==> src/rtl/datapath_sequencer.sv <==
// Multi-cycle control sequencer for an RV32I subset (lw, sw, addi, add, sub).
// Accepts one instruction word at a time and walks it through DECODE/EXEC/MEM/WB.
module datapath_sequencer (
  input  logic        clk,
  input  logic        reset,
  input  logic        instr_valid,
  input  logic [31:0] instruction,
  output logic        instr_ready,
  output logic        writeEnable_Registers,
  output logic        writeEnable_DataMemory,
  output logic        muxSelect_SumVsReadData,
  output logic        muxSelect_ImmVsDataout2,
  output logic        SumOrSub,
  output logic [4:0]  rs1,
  output logic [4:0]  rs2,
  output logic [4:0]  rd,
  output logic [31:0] imm,
  output logic        done,
  output logic        illegal,
  output logic [15:0] retired_count
);

  typedef enum logic [2:0] {IDLE, DECODE, EXEC, MEM, WB} stateT;
  typedef enum logic [2:0] {OP_LW, OP_SW, OP_ADDI, OP_ADD, OP_SUB, OP_BAD} opT;

  function automatic opT decodeOp(input logic [31:0] w);
    opT op;
    op = OP_BAD;
    case (w[6:0])
      7'b0000011: if (w[14:12] == 3'b010) op = OP_LW;
      7'b0100011: if (w[14:12] == 3'b010) op = OP_SW;
      7'b0010011: if (w[14:12] == 3'b000) op = OP_ADDI;
      7'b0110011: begin
        if (w[14:12] == 3'b000 && w[31:25] == 7'b0000000) op = OP_ADD;
        else if (w[14:12] == 3'b000 && w[31:25] == 7'b0100000) op = OP_SUB;
      end
      default: op = OP_BAD;
    endcase
    return op;
  endfunction

  stateT       state;
  logic [31:0] instrReg;
  logic [15:0] retiredCount;
  logic [31:0] decodedImm;
  opT          curOp;
  opT          newOp;

  assign curOp         = decodeOp(instrReg);
  assign newOp         = decodeOp(instruction);
  assign retired_count = retiredCount;

  always_comb begin
    decodedImm = 32'h0;
    case (curOp)
      OP_LW, OP_ADDI: decodedImm = {{20{instrReg[31]}}, instrReg[31:20]};
      OP_SW:          decodedImm = {{20{instrReg[31]}}, instrReg[31:25], instrReg[11:7]};
      default:        decodedImm = 32'h0;
    endcase
  end

  // Outputs are registered, so each state's strobes are set on the edge that enters it.
  always_ff @(posedge clk) begin
    if (reset) begin
      state                   <= IDLE;
      instrReg                <= 32'h0;
      instr_ready             <= 1'b1;
      writeEnable_Registers   <= 1'b0;
      writeEnable_DataMemory  <= 1'b0;
      muxSelect_SumVsReadData <= 1'b0;
      muxSelect_ImmVsDataout2 <= 1'b0;
      SumOrSub                <= 1'b0;
      rs1                     <= 5'd0;
      rs2                     <= 5'd0;
      rd                      <= 5'd0;
      imm                     <= 32'h0;
      done                    <= 1'b0;
      illegal                 <= 1'b0;
      retiredCount            <= 16'h0;
    end else begin
      writeEnable_Registers   <= 1'b0;
      writeEnable_DataMemory  <= 1'b0;
      muxSelect_SumVsReadData <= 1'b0;
      done                    <= 1'b0;
      illegal                 <= 1'b0;
      if (done) retiredCount <= retiredCount + 16'd1;

      case (state)
        IDLE: begin
          if (instr_valid) begin
            instrReg    <= instruction;
            illegal     <= (newOp == OP_BAD);
            instr_ready <= 1'b0;
            state       <= DECODE;
          end
        end
        DECODE: begin
          if (curOp == OP_BAD) begin
            instr_ready <= 1'b1;
            state       <= IDLE;
          end else begin
            rs1                     <= instrReg[19:15];
            rs2                     <= instrReg[24:20];
            rd                      <= instrReg[11:7];
            imm                     <= decodedImm;
            muxSelect_ImmVsDataout2 <= (curOp == OP_ADD) || (curOp == OP_SUB);
            SumOrSub                <= (curOp == OP_SUB);
            state                   <= EXEC;
          end
        end
        EXEC: begin
          if (curOp == OP_LW || curOp == OP_SW) begin
            writeEnable_DataMemory <= (curOp == OP_SW);
            done                   <= (curOp == OP_SW);
            state                  <= MEM;
          end else begin
            writeEnable_Registers   <= (rd != 5'd0);
            muxSelect_SumVsReadData <= 1'b1;
            done                    <= 1'b1;
            state                   <= WB;
          end
        end
        MEM: begin
          if (curOp == OP_SW) begin
            muxSelect_ImmVsDataout2 <= 1'b0;
            SumOrSub                <= 1'b0;
            instr_ready             <= 1'b1;
            state                   <= IDLE;
          end else begin
            writeEnable_Registers <= (rd != 5'd0);
            done                  <= 1'b1;
            state                 <= WB;
          end
        end
        WB: begin
          muxSelect_ImmVsDataout2 <= 1'b0;
          SumOrSub                <= 1'b0;
          instr_ready             <= 1'b1;
          state                   <= IDLE;
        end
        default: begin
          instr_ready <= 1'b1;
          state       <= IDLE;
        end
      endcase
    end
  end

endmodule

==> config.mk <==
export PLATFORM = sky130hd
export DESIGN_NAME = datapath_sequencer
export DESIGN_NICKNAME = d
export VERILOG_FILES = /design/src/rtl/datapath_sequencer.sv
export SDC_FILE = /design/constraint.sdc
export NUM_CORES = 1
export LEC_CHECK = 0
export CAP_MARGIN = 20
export CORE_MARGIN = 2
export CORE_UTILIZATION = 43
export CTS_CLUSTER_DIAMETER = 100
export DETAILED_ROUTE_END_ITERATION = 10
export PLACE_DENSITY = 0.82
export REMOVE_ABC_BUFFERS = 1
export SLEW_MARGIN = 20
export SYNTH_ARGS = -nofsm -noshare
export SYNTH_HDL_FRONTEND = slang
export SYNTH_SLANG_ARGS = --single-unit
==> constraint.sdc <==
create_clock -name clk -period 1.85 [get_ports clk]
set_input_delay 0.555 -clock clk [delete_from_list [all_inputs] [get_ports clk]]
set_output_delay 0.555 -clock clk [all_outputs]
set_load 0.01 [all_outputs]
==> impl_results.md <==
- Layout cells sized above 1: 0.1657
- FF+latch area: approximately 0.0017 mm^2
- Top cells by area, synth: dfxtp_1, nand2_1, mux2i_1
- Worst Slack Setup Final: -0.02971 ns
- Largest net degree at the start of global routing: 47
- Fin. max-slew vios: 0
- Power share of the clock group: 0.367
- Net count, final: 562
- Top cell type's share of synthesized area: 0.4590
- CTS max path bufs: 2
- Failing checks: setup timing
- Via Count: 3,282
- Total global-route track usage: 0.1873
- Post-synth EDFFs: 0
- Worst Hold Depth: 2
- Area of the core: 0.008593 mm^2
- CTS tree: yes
- WP data required: 2.09 ns
- Number of synthesized register bits: 86
- # clock sinks: 86
- Synth Area in XOR/XNOR: 0.03736
- R2r worst-path depth: 6
- Maxcap violations: 0
- Post-cts hold buffer count: 0
- Mux cell area share after synthesis: 0.05904
- Combinational share of power: 0.102
- Final hold violation count: 0
- Die X: 97.40 um
- Site row count: 34
- Hold Path End: instrReg[18]
- Post-synth top area cell: dfxtp_1
- Reg2reg end: imm[1]
- Flop pwr share: 0.531
- Filler cell count: 719
- CP endpoint kind: register
- Starting Density: 0.4365
- Status: finished with violations
- Total negative setup slack: -0.04361 ns
- Routed wire length: approximately 9100 um
- Fraction of registers with async set/reset: 0
- I/O Pins: 106
- Slew @ Worst Pin: 0.4645 ns
- Synthesized area: 0.003751 mm^2
- Max H-tree Level: 3
- Reg-to-Reg Start: instrReg[13]
- Max Freq: 532.0 MHz
- Switching Fraction: 0.2450
- Main combinational cell family by area after synthesis: simple AND/OR/NAND/NOR gates
- CTS buffer count: 9
- Type of the tightest min-delay check: reg2reg
- Sequential-to-total area share from yosys stat: 0.4590
- Initial DRC count: approximately 170
- Synth warnings: 0
- Root buf cell: clkbuf_8
- First-pass GRT wire length: around 15,000 um
- Crit path DAT: 2.12 ns
- Post-Synth Adder-Cell Area: 0.003336
- Crit start category: register
- Antenna violations before repair: 0
- P per Cell Area: between 600 and 700 mW/mm^2
- RSZ-0062 raised after global routing: true
- Number of routed nets with antenna violations: 0
- Ys flop type: dfxtp_1
- Combined area of the multi-input logic cells: between 0.0015 and 0.002 mm^2
- Die Area: 0.009487 mm^2
- Syn_area_per_cell: roughly 9 um^2
- Initial DRT Pass Iterations: 7
- P_leak: 0.002430 uW
- Area Growth Syn to Fin: 40.79%
- Synth Area in Compound Gates: 0.1278
- Port Buf Inserts: 105
- Vias in the first global route: approximately 3,200
- Switch Pwr: roughly 890 uW
- Clk_skew: 0.008285 ns
- Worst vdd ir: 438.9 uV
- Relative slew slack: 0.6903
- Total grt overflow: 0
- Worst Path Max Fanout: 6
- Hold WS: ~0.46 ns
- Vias per std cell: 5.136
- Synth Area in Simple Gates: 0.2385
- Fin crit period: 1.880 ns
- Synth Instances: 421
- Clock latency on the worst-skew pair: 0.35 ns
- Routability cong.: about 0.86
- Reg2Reg Setup Slack: -0.03 ns
- Internal power: 2757 uW
- Yosys cell types: 54
- Final HPWL DP: 6461 um
- Final Util: 0.6146
- Hold_sp: instrReg[18]
- Die height: a little under 100 um
- Final worst path period share: 1.016
- # setup viols final: 2
- Antenna Cells: 0
- Wire length per cell: 14.25 um
- Critical path class: reg2reg
- # DRC: 0
- Clock-pin slew on the worst setup and hold paths: roughly 0.090 ns
how the worst max path moves through the flow:
stage	end	cells after the start	start
floorplan	imm[11]	0	imm[30]
global placement	illegal	6	instruction[27]
detailed placement	instrReg[9]	6	instr_valid
CTS	instr_ready	5	instrReg[12]
global route	imm[1]	6	instrReg[4]
finish	imm[1]	6	instrReg[13]
registers in the layout (all words and copies together), names as in the netlist:
name / count
writeEnable_Registers: 1
SumOrSub: 1
done: 1
retired_count: 16
imm: 12
state: 3
rd: 5
muxSelect_ImmVsDataout2: 1
instrReg: 32
writeEnable_DataMemory: 1
illegal: 1
rs2: 5
rs1: 5
muxSelect_SumVsReadData: 1
instr_ready: 1
layer usage:
metal,up-vias,part of all wire,global-route usage
met5,-,0,0
met4,0,0.018,0.06517
met3,16,0.055,0.04245
met2,99,0.51,0.3310
met1,1530,0.42,0.2229
li1,1637,-,-
logic make-up (layout without fill, tap and decap cells):
| kind of cell | count (synthesis) | after routing |
|---|---|---|
| AND/OR/NAND/NOR | 178 | 179 |
| flip-flops | 86 | 86 |
| AO/OA/AOI/OAI | 70 | 70 |
| buffers and inverters | 48 | 157 |
| multiplexers | 22 | 22 |
| XOR/XNOR | 16 | 16 |
| adder cells (fa/ha/maj) | 1 | 1 |
power by group through the flow:
stage	logic, uW	registers [uW]	clock network [uW]
after floorplan	149	1970	0
after global placement	327	1970	0
after detailed placement	337	1980	0
after CTS	351	1940	1360
after global routing	406	1950	1440
final	373	1940	1340
repair_timing:
item                                    CTS  global route
endpoints found under the setup margin   39            37
pin swaps                                 3            10
gates resized for setup                  42            33
cloned                                    0             1
buffers inserted                          2             4
critical path, stage by stage, from the launching register on:
cell and delay [ns]:
dfxtp_4 0.37, or3_4 0.41, a21o_1 0.20, a211o_4 0.38
buf_8 0.15, mux2i_1 0.18, o2bb2ai_1 0.09
cell usage after synthesis (all sizes together), types with 4 or more instances:
master / number
a21oi: 39
a22o: 7
and2: 7
and3: 6
buf: 24
clkbuf: 19
dfxtp: 86
inv: 5
mux2i: 21
nand2: 78
nand4: 10
nor2: 45
nor3: 4
nor4: 5
nor4b: 4
o2bb2ai: 5
xnor2: 5
xor2: 11
metrics by stage:
step,power [uW],instances,area [um^2],worst slack (ns)
final,3651,639,5281,-0.02971
after CTS,3652,634,5142,-0.01599
after floorplan,2118,378,3488,-0.3383
after global placement,2301,616,4910,-0.08946
after detailed placement,2315,616,4910,-0.08648
after global routing,3795,639,5281,-0.1479
cell type report:
class / count / area share
clock buffers: 10 / 0.02606
flip-flops and latches: 86 / 0.3303
clock inverters: 6 / 0.01327
well taps: 108 / 0.02559
repair buffers: 136 / 0.2552
inverters: 5 / 0.003554
multi-input cells: 288 / 0.3461
cells in the final DEF (no fill, tap or decap), drive strengths merged, types with 11 or more instances in the layout:
| master | instances |
|---|---|
| dlymetal6s2s | 12 |
| mux2i | 21 |
| dfxtp | 86 |
| xor2 | 11 |
| a21oi | 39 |
| nor2 | 45 |
| nand2 | 78 |
| clkdlybuf4s50 | 64 |
| buf | 32 |
| dlygate4sd2 | 28 |
No activity file was read; power rests on OpenSTA's default activity.
